[src/rtl/rst_ctrl_pkg.sv]
// Shared types and constants for the reset-request controller.
// Latency: n/a (package only).
// Backpressure: n/a.
package rst_ctrl_pkg;

    typedef enum logic [1:0] {
        ST_IDLE    = 2'd0,
        ST_GRACE   = 2'd1,
        ST_ASSERT  = 2'd2,
        ST_HOLDOFF = 2'd3
    } state_e;

    localparam logic [3:0] ADDR_CTRL  = 4'b1000;
    localparam logic [3:0] ADDR_CAUSE = 4'b1100;

    localparam int CAUSE_WDT = 0;
    localparam int CAUSE_SW  = 1;
    localparam int CAUSE_EXT = 2;
    localparam int CAUSE_W   = 3;

    function automatic int max3(input int a, input int b, input int c);
        int m;
        m = (a > b) ? a : b;
        return (m > c) ? m : c;
    endfunction

endpackage

[src/rtl/rst_ctrl_regs.sv]
// Bus register block: SW_KEY decode, sticky W1C reset cause, saturating reset counter, read mux.
// Latency: reads return rdata_o/rvalid_o one cycle after the request; sw_trig_o is combinational.
// Backpressure: none, zero wait states; every request completes.
// Ports: clk_i/rst_i; bus addr_i/wdata_i/req_i/we_i -> rdata_o/rvalid_o;
//        trigger levels wd_to_i/ext_i, FSM state_i and assert_entry_i in; sw_trig_o out.
module rst_ctrl_regs
    import rst_ctrl_pkg::*;
#(
    parameter int         NBIT   = 32,
    parameter logic [7:0] SW_KEY = 8'hA5
) (
    input  logic            clk_i,
    input  logic            rst_i,
    input  logic [3:0]      addr_i,
    input  logic [NBIT-1:0] wdata_i,
    input  logic            req_i,
    input  logic            we_i,
    input  logic            wd_to_i,
    input  logic            ext_i,
    input  state_e          state_i,
    input  logic            assert_entry_i,
    output logic            sw_trig_o,
    output logic [NBIT-1:0] rdata_o,
    output logic            rvalid_o
);

    logic                 wr_en;
    logic                 rd_en;
    logic [CAUSE_W-1:0]   cause_q, cause_d;
    logic [CAUSE_W-1:0]   cause_set;
    logic [CAUSE_W-1:0]   cause_clr;
    logic [7:0]           cnt_q, cnt_d;
    logic [NBIT-1:0]      rd_mux;
    logic [NBIT-1:0]      rdata_q, rdata_d;
    logic                 rvalid_q, rvalid_d;
    logic [NBIT-9:0]      unused_wdata_hi;

    assign unused_wdata_hi = wdata_i[NBIT-1:8];

    assign wr_en = req_i & we_i;
    assign rd_en = req_i & ~we_i;

    // Combinational so the FSM can enter ASSERT on the edge that completes the write.
    assign sw_trig_o = wr_en && (addr_i == ADDR_CTRL) && (wdata_i[7:0] == SW_KEY);

    always_comb begin
        cause_set = '0;
        if (assert_entry_i) begin
            cause_set[CAUSE_WDT] = wd_to_i;
            cause_set[CAUSE_SW]  = sw_trig_o;
            cause_set[CAUSE_EXT] = ext_i;
        end
        cause_clr = (wr_en && (addr_i == ADDR_CAUSE)) ? wdata_i[CAUSE_W-1:0] : '0;
        // A set landing in the same cycle as its W1C survives.
        cause_d = (cause_q & ~cause_clr) | cause_set;
        cnt_d   = (assert_entry_i && (cnt_q != 8'hFF)) ? cnt_q + 8'd1 : cnt_q;
    end

    always_comb begin
        rd_mux = '0;
        case (addr_i)
            ADDR_CTRL: rd_mux[1:0] = state_i;
            ADDR_CAUSE: begin
                rd_mux[15:8]        = cnt_q;
                rd_mux[CAUSE_W-1:0] = cause_q;
            end
            default: rd_mux = '0;
        endcase
        rdata_d  = rd_en ? rd_mux : rdata_q;
        rvalid_d = rd_en;
    end

    always_ff @(posedge clk_i) begin
        if (rst_i) begin
            cause_q  <= '0;
            cnt_q    <= '0;
            rdata_q  <= '0;
            rvalid_q <= 1'b0;
        end else begin
            cause_q  <= cause_d;
            cnt_q    <= cnt_d;
            rdata_q  <= rdata_d;
            rvalid_q <= rvalid_d;
        end
    end

    assign rdata_o  = rdata_q;
    assign rvalid_o = rvalid_q;

endmodule

[src/rtl/rst_ctrl.sv]
// Reset-request controller: watchdog grace period, fixed-width reset pulse, post-pulse holdoff.
// Latency: trigger to rst_req_o is 1 cycle (sw/ext) or GRACE_CYC cycles after GRACE entry (watchdog).
// Backpressure: none; triggers during ASSERT/HOLDOFF are ignored rather than queued.
// Ports: clk_i/rst_i (always-on reset); bus addr_in/wd_din/wd_req/wd_we -> rdata_o/rvalid_o;
//        wd_to, ext_rst_req_i triggers in; irq_o pre-reset warning and rst_req_o pulse out.
module rst_ctrl
    import rst_ctrl_pkg::*;
#(
    parameter int         NBIT        = 32,
    parameter int         GRACE_CYC   = 1024,
    parameter int         PULSE_CYC   = 16,
    parameter int         HOLDOFF_CYC = 64,
    parameter logic [7:0] SW_KEY      = 8'hA5
) (
    input  logic            clk_i,
    input  logic            rst_i,
    input  logic [3:0]      addr_in,
    input  logic [NBIT-1:0] wd_din,
    input  logic            wd_req,
    input  logic            wd_we,
    output logic [NBIT-1:0] rdata_o,
    output logic            rvalid_o,
    input  logic            wd_to,
    input  logic            ext_rst_req_i,
    output logic            irq_o,
    output logic            rst_req_o
);

    localparam int TW = $clog2(max3(GRACE_CYC, PULSE_CYC, HOLDOFF_CYC)) + 1;

    state_e          state_q, state_d;
    logic [TW-1:0]   timer_q, timer_d;
    logic            irq_q, irq_d;
    logic            sw_trig;
    logic            fast_trig;
    logic            assert_entry;

    assign fast_trig    = sw_trig | ext_rst_req_i;
    assign assert_entry = (state_q != ST_ASSERT) && (state_d == ST_ASSERT);

    always_ff @(posedge clk_i) begin
        if (rst_i) begin
            state_q <= ST_IDLE;
            timer_q <= '0;
            irq_q   <= 1'b0;
        end else begin
            state_q <= state_d;
            timer_q <= timer_d;
            irq_q   <= irq_d;
        end
    end

    // Timer only counts down while nonzero; each timed state exits when it reads 1.
    always_comb begin
        state_d = state_q;
        irq_d   = irq_q;
        timer_d = (timer_q != '0) ? timer_q - TW'(1) : timer_q;
        case (state_q)
            ST_IDLE: begin
                timer_d = '0;
                if (fast_trig) begin
                    state_d = ST_ASSERT;
                    timer_d = TW'(PULSE_CYC);
                end else if (wd_to) begin
                    state_d = ST_GRACE;
                    timer_d = TW'(GRACE_CYC);
                    irq_d   = 1'b1;
                end
            end
            ST_GRACE: begin
                if (fast_trig || (wd_to && (timer_q == TW'(1)))) begin
                    state_d = ST_ASSERT;
                    timer_d = TW'(PULSE_CYC);
                end else if (!wd_to) begin
                    state_d = ST_IDLE;
                    timer_d = '0;
                    irq_d   = 1'b0;
                end
            end
            ST_ASSERT: begin
                if (timer_q == TW'(1)) begin
                    state_d = ST_HOLDOFF;
                    timer_d = TW'(HOLDOFF_CYC);
                    irq_d   = 1'b0;
                end
            end
            ST_HOLDOFF: begin
                if (timer_q == TW'(1)) begin
                    state_d = ST_IDLE;
                end
            end
            default: begin
                state_d = ST_IDLE;
                timer_d = '0;
                irq_d   = 1'b0;
            end
        endcase
    end

    always_comb begin
        rst_req_o = (state_q == ST_ASSERT);
        irq_o     = irq_q;
    end

    rst_ctrl_regs #(
        .NBIT   (NBIT),
        .SW_KEY (SW_KEY)
    ) u_regs (
        .clk_i          (clk_i),
        .rst_i          (rst_i),
        .addr_i         (addr_in),
        .wdata_i        (wd_din),
        .req_i          (wd_req),
        .we_i           (wd_we),
        .wd_to_i        (wd_to),
        .ext_i          (ext_rst_req_i),
        .state_i        (state_q),
        .assert_entry_i (assert_entry),
        .sw_trig_o      (sw_trig),
        .rdata_o        (rdata_o),
        .rvalid_o       (rvalid_o)
    );

endmodule

[config.mk]
export PLATFORM = sky130hd
export DESIGN_NAME = rst_ctrl
export DESIGN_NICKNAME = d
export VERILOG_FILES = /design/src/rtl/rst_ctrl_pkg.sv /design/src/rtl/rst_ctrl_regs.sv /design/src/rtl/rst_ctrl.sv
export SDC_FILE = /design/constraint.sdc
export NUM_CORES = 1
export LEC_CHECK = 0
export BUFFER_PORTS_ARGS = -buffer_cell sky130_fd_sc_hd__buf_2
export CAP_MARGIN = 20
export CORE_MARGIN = 5
export CORE_UTILIZATION = 45
export CTS_CLUSTER_DIAMETER = 150
export CTS_CLUSTER_SIZE = 12
export DETAILED_ROUTE_END_ITERATION = 6
export PLACE_DENSITY = 0.76
export SLEW_MARGIN = 20
export SYNTH_ARGS = -nofsm -noshare
export SYNTH_HDL_FRONTEND = slang
export SYNTH_SLANG_ARGS = --single-unit
[constraint.sdc]
create_clock -name clk_i -period 3.3 [get_ports clk_i]
set_input_delay 0 -clock clk_i [delete_from_list [all_inputs] [get_ports clk_i]]
set_output_delay 0 -clock clk_i [all_outputs]
set_load 0.01 [all_outputs]
# Word level (Yosys, flattened, before mapping)
# Index checks and enable logic that the tools add are counted.
[word_totals] ff_bits=37 output_inout_bits=35 in_bits=42
[op_classes] n_eq_ne=15 reduce_logical=11 bitwise=7 n_addsub=2 mux=25
[op_table] operator="11-bit two-way mux" count=6
[op_table] operator="11-bit case mux with 3 select lines" count=1
[op_table] operator="2-bit two-way mux" count=6
[op_table] operator="11-bit by 1-bit equality test with 1-bit output, second input constant" count=1
[op_table] operator="11-bit nonzero test" count=1
[op_table] operator="11-bit by 1-bit subtractor with 11-bit output, second input constant" count=1
[op_table] operator="2-bit != test, second input constant" count=5
[op_table] operator="8-bit by 1-bit adder with 8-bit output, second input constant" count=1
[op_table] operator="4-bit equality test, second input constant" count=2
[op_table] operator="8-bit equality test, second input constant" count=1
[op_table] operator="8-bit two-way mux" count=1
[op_table] operator="8-bit != test, second input constant" count=1
[op_table] operator="2-bit case mux with 4 select lines" count=1
[op_table] operator="2-bit equality test, second input constant" count=3
[op_table] operator="1-bit logical AND" count=6
[op_table] operator="1-bit two-way mux" count=6
[op_table] operator="3-bit two-way mux" count=2
[op_table] operator="6-bit AND reduction" count=1
[op_table] operator="2-bit case mux with 2 select lines" count=1
[op_table] operator="3-bit AND" count=1
[op_table] operator="3-bit inverter" count=1
[op_table] operator="3-bit OR" count=1
[op_table] operator="1-bit case mux with 3 select lines" count=1
[op_table] operator="3-bit nonzero test" count=1
[op_table] operator="7 further kinds" count=8

# Longest topological paths before layout
[depth] depth_word=11 ltp_mapped=9 mapped_depth_nobuf=8

# By module
# Synthesis repeated with hierarchy kept, for this count alone.
[hier_totals] hier_cells=259 hier_area_um2=2199.6
[by_module_without_submodules] module="rst_ctrl_regs" area_per_inst_um2=1291.2 n_inst=1 cells_each=149 seq_area_each_um2=460.4
[by_module_without_submodules] module="rst_ctrl" area_per_inst_um2=908.4 n_inst=1 cells_each=110 seq_area_each_um2=280.3

# Worst setup path before layout
# OpenSTA, ideal clock, no wires.
[synth_timing] path_kind="register to register" from="register state_q[0]" to="register u_regs.cnt_q[0]" arrival_time_ns=2.228 slack_ns=0.951 synth_period_minus_slack_ns=2.349 path_buffers=1 path_stages_with_launch=10 path_cell_list="dfxtp_1 -> inv_1 -> ha_1 -> clkbuf_1 -> nor2b_1 -> nand2_1 -> or4b_4 -> a32oi_4 -> nor3_2 -> mux2_4"
[synth_via] elab_chain_len=6
[synth_lines] item="start: declaration" line="rst_ctrl.sv:31" text="state_e state_q, state_d;"
[synth_lines] item="start signal: assignment" line="rst_ctrl.sv:47" text="state_q <= state_d;"
[synth_lines] item="2-bit two-way mux (on tied branches)" line="rst_ctrl.sv:74, rst_ctrl.sv:64"
[synth_lines] item="2-bit two-way mux (on tied branches)" line="rst_ctrl.sv:71, rst_ctrl.sv:61"
[synth_lines] item="2-bit case mux with 4 select lines" line="rst_ctrl.sv:58" text="case (state_q)"
[synth_lines] item="2-bit equality test" line="rst_ctrl.sv:39" text="assign assert_entry = (state_q != ST_ASSERT) && (state_d == ST_ASSERT);"
[synth_lines] item="1-bit logical AND *" line="rst_ctrl.sv:39"
[synth_lines] item="1-bit logical AND *" line="rst_ctrl_regs.sv:56" text="cnt_d = (assert_entry_i && (cnt_q != 8'hFF)) ? cnt_q + 8'd1 : cnt_q;"
[synth_lines] item="end signal: assignment" line="rst_ctrl_regs.sv:81" text="cnt_q <= cnt_d;"
[synth_lines] item="end: declaration" line="rst_ctrl_regs.sv:32" text="logic [7:0] cnt_q, cnt_d;"
# Every way passes the cells marked *; elsewhere a longest branch is shown, timed or not.
# A chain may end at the register's enable or synchronous reset.

# Worst setup path in the final report
[layout_timing] from="register timer_q[3]" to="register u_regs.cnt_q[0]"
[layout_via] elab_chain_len=8
[layout_lines] item="start: declaration" line="rst_ctrl.sv:32" text="logic [TW-1:0] timer_q, timer_d;"
[layout_lines] item="start signal: assignment" line="rst_ctrl.sv:48" text="timer_q <= timer_d;"
[layout_lines] item="11-bit by 1-bit equality test with 1-bit output *" line="rst_ctrl.sv:71, rst_ctrl.sv:81, rst_ctrl.sv:88"
[layout_lines] item="1-bit logical AND" line="rst_ctrl.sv:71" text="if (fast_trig || (wd_to && (timer_q == TW'(1)))) begin"
[layout_lines] item="1-bit logical OR" line="rst_ctrl.sv:71"
[layout_lines] item="2-bit two-way mux" line="rst_ctrl.sv:71"
[layout_lines] item="2-bit case mux with 4 select lines *" line="rst_ctrl.sv:58"
[layout_lines] item="2-bit equality test *" line="rst_ctrl.sv:39"
[layout_lines] item="1-bit logical AND *" line="rst_ctrl.sv:39"
[layout_lines] item="1-bit logical AND *" line="rst_ctrl_regs.sv:56"
# Marked as above.

==> out/qor.txt <==
outcome: complete, no violations
Worst Reg-to-Reg Cells: 6
Global Route Usage Sum: 14.2%
Synth Cell Area: 0.00220 mm^2
CTS tree: yes
Final period util: 77.5%
DRT iter0 DRCs: 154
DR pass1 iterations: 4
first-pass GRT wire length: 7250 um
vias in the first global route: 1670
Initial Utilization: 46.6%
r2r endpoint: u_regs.cnt_q[0]
Via density: 5.09
hold bufs inserted after CTS: 0
fill cell count: 432
Die H: 79.9 um
Avg Cell Area, Syn: 8.46 um^2
via count: 1813
CP max stage delay: 0.58 ns
IO Pins: 77
min Tclk post-route: 2.56 ns
number of synthesized register bits: 37
IO buf count: 31
WL per Instance: 12.2 um
DRC errors left: 0
DRT antenna net count: 0
Final Cell Area: 0.00244 mm^2
row count: 25
Nets: 337
Pleak: 1.05 nW
post-CTS sizing: 0
Worst slew margin: 50.3%
CP Max Fanout: 10
clock sinks: 37
Critical Path Sink Type: flop
fin. max-slew vios: 0
predominant post-synthesis flop cell: dfxtp_1
htree depth: 2
Critical Path AT: 2.74 ns
Horiz. Die Dim: 79.9 um
Max-Cap Viols: 0
RSZ-0062 raised after global routing: no
largest net degree at the start of global routing: 39
placed inst area: 0.00232 mm^2
gpl congestion: 0.815
R2R Setup Slk: 0.74 ns
Setup Crit Path Kind: reg2reg
Power Density: 552 mW/mm^2
Hold Crit Class: in2reg
largest cells by area after synthesis: dfxtp_1 34%, buf_4 7.2%, nor2_1 6.5%
leading area contributor after synthesis: dfxtp_1
worst-skew pair later-pin latency: 0.30 ns
worst path cell trace: nor4_4 -> nand4b_4 -> or4b_4 -> a32oi_4 -> nor3_2 -> mux2_4
Overflow after GRT: 0
Max VDD drop: 0.161 mV
Root Buffer: clkbuf_8
Final Hold Fails: 0
worst r2r src: timer_q[3]
FMAX: 391 MHz
Seq/Total Area, Yosys: 33.7%
Synthesis Warnings: 0
Max clock buf depth: 2
Post-Route WL: 4340 um
Worst-Margin Slew: 0.738 ns
DP HPWL: 3150 um
die area: 0.00639 mm^2
final hold slack: 0.00983 ns
slowest library cell on the worst path: or4b_4
Clk pin slew, worst setup/hold paths: 0.08 ns
# setup viols final: 0
Hold Path Origin: ext_rst_req_i
layout cells sized above 1: 19.4%
Synth top area share: 33.7%
Layout area overhead: 11.0%
post-CTS setup buffers: 0
Worst setup SP type: flop
core footprint: 0.00472 mm^2
Min-Delay Endpoint: u_regs.cause_q[2]
cell count after synthesis: 260
setup TNS: 0 ns
EDFF count, synth: 0
Unique masters post-synth: 53
final clock skew: 0.0128 ns
WP data required: 3.48 ns
Num CTS Buffers: 5
Async SR Flop Fraction: 0%
fin util: 51.7%
hold-critical path depth: 3
initial antenna violation count: 0
antenna fix cells: 0
[cells in the mapped netlist (all sizes together), types with 4 or more instances]
library cell and number:
a211oi 6, a21oi 11, a22oi 9, and3 4, buf 21, clkbuf 9
dfxtp 37, ha 7, inv 11, mux2 7, mux2i 4, nand2 14
nand2b 7, nor2 38, nor2b 9, nor3 12, nor4 4, o21ai 9
[registers in the layout (all words and copies together) (netlist names)]
signal,flops
irq_o,1
state_q,2
timer_q,11
u_regs.cause_q,3
u_regs.cnt_q,8
u_regs.rdata_o,11
u_regs.rvalid_o,1
[cells by family after synthesis]
group                    after synthesis  synth area share, %
AND/OR/NAND/NOR                      111                 28.8
flip-flops                            37                 33.7
other                                  1                0.170
multiplexers                          11                 5.57
buffers and inverters                 41                 10.6
XOR/XNOR                               3                 1.19
AO/OA/AOI/OAI                         49                 16.0
adder cells (fa/ha/maj)                7                 3.98
[through the flow]
step                instances  total power, mW  setup slack, ns
floorplan                 280            0.879            0.951
detailed placement        348            0.938            0.759
global placement          348            0.928            0.798
global route              356             1.43            0.582
CTS                       356             1.36            0.729
finish                    356             1.35            0.741
[power by group]
| group | leakage (nW) | total [mW] | internal, mW | switching [mW] |
|---|---|---|---|---|
| clock | 0.0574 | 0.418 | 0.246 | 0.172 |
| combinational | 0.690 | 0.414 | 0.180 | 0.234 |
| sequential | 0.300 | 0.517 | 0.477 | 0.0395 |
[worst max-delay path by stage]
| stage | endpoint | from | slack [ns] |
|---|---|---|---|
| 3_5_place_dp | u_regs.cnt_q[0] | timer_q[3] | 0.76 |
| 5_1_grt | u_regs.cnt_q[0] | timer_q[3] | 0.58 |
| 6_report | u_regs.cnt_q[0] | timer_q[3] | 0.74 |
| 2_1_floorplan | u_regs.cnt_q[0] | state_q[0] | 0.95 |
| 3_3_place_gp | u_regs.cnt_q[0] | timer_q[5] | 0.80 |
| 4_1_cts | u_regs.cnt_q[0] | timer_q[3] | 0.73 |
[layer usage]
layer / share of wire, % / GRT usage (%) / up-vias
met3: 5.4 / 3.50 / 6
met1: 46 / 16.1 / 844
met4: 1.6 / 6.59 / 0
li1: - / - / 924
met2: 47 / 24.7 / 39
met5: 0 / 0 / -
[layout make-up]
type | instances | area (um^2) | area share (%)
tap | 67 | 83.8 | 3.43
clock inverter | 2 | 37.5 | 1.54
clock buffer | 6 | 82.6 | 3.38
multi-input combinational | 202 | 1300 | 53.3
inverter | 11 | 41.3 | 1.69
timing repair buffer | 31 | 155 | 6.35
sequential | 37 | 741 | 30.3
[placed cells by master (no fill, tap or decap), drive strengths merged, types with 4 or more instances in the layout]
| cell | Yosys | routed |
|---|---|---|
| o21ai | 9 | 9 |
| a22oi | 9 | 9 |
| nor2b | 9 | 9 |
| nor2 | 38 | 38 |
| nor3 | 12 | 12 |
| dfxtp | 37 | 37 |
| mux2 | 7 | 7 |
| ha | 7 | 7 |
| buf | 21 | 31 |
| and3 | 4 | 4 |
| a211oi | 6 | 6 |
| mux2i | 4 | 4 |
| clkbuf | 9 | 6 |
| nand2b | 7 | 7 |
| inv | 11 | 11 |
| nor4 | 4 | 4 |
| nand2 | 14 | 14 |
| a21oi | 11 | 11 |
| conb | 1 | 21 |
[worst max-delay path: cells and delay by family, from the launching register on]
kind | cells | cell delay, ns
muxes | 1 | 0.32
DFF | 1 | 0.36
and+or+nand+nor | 4 | 1.32
AOI/OAI and AO/OA | 1 | 0.43
Power figures use the tool's default switching activity.
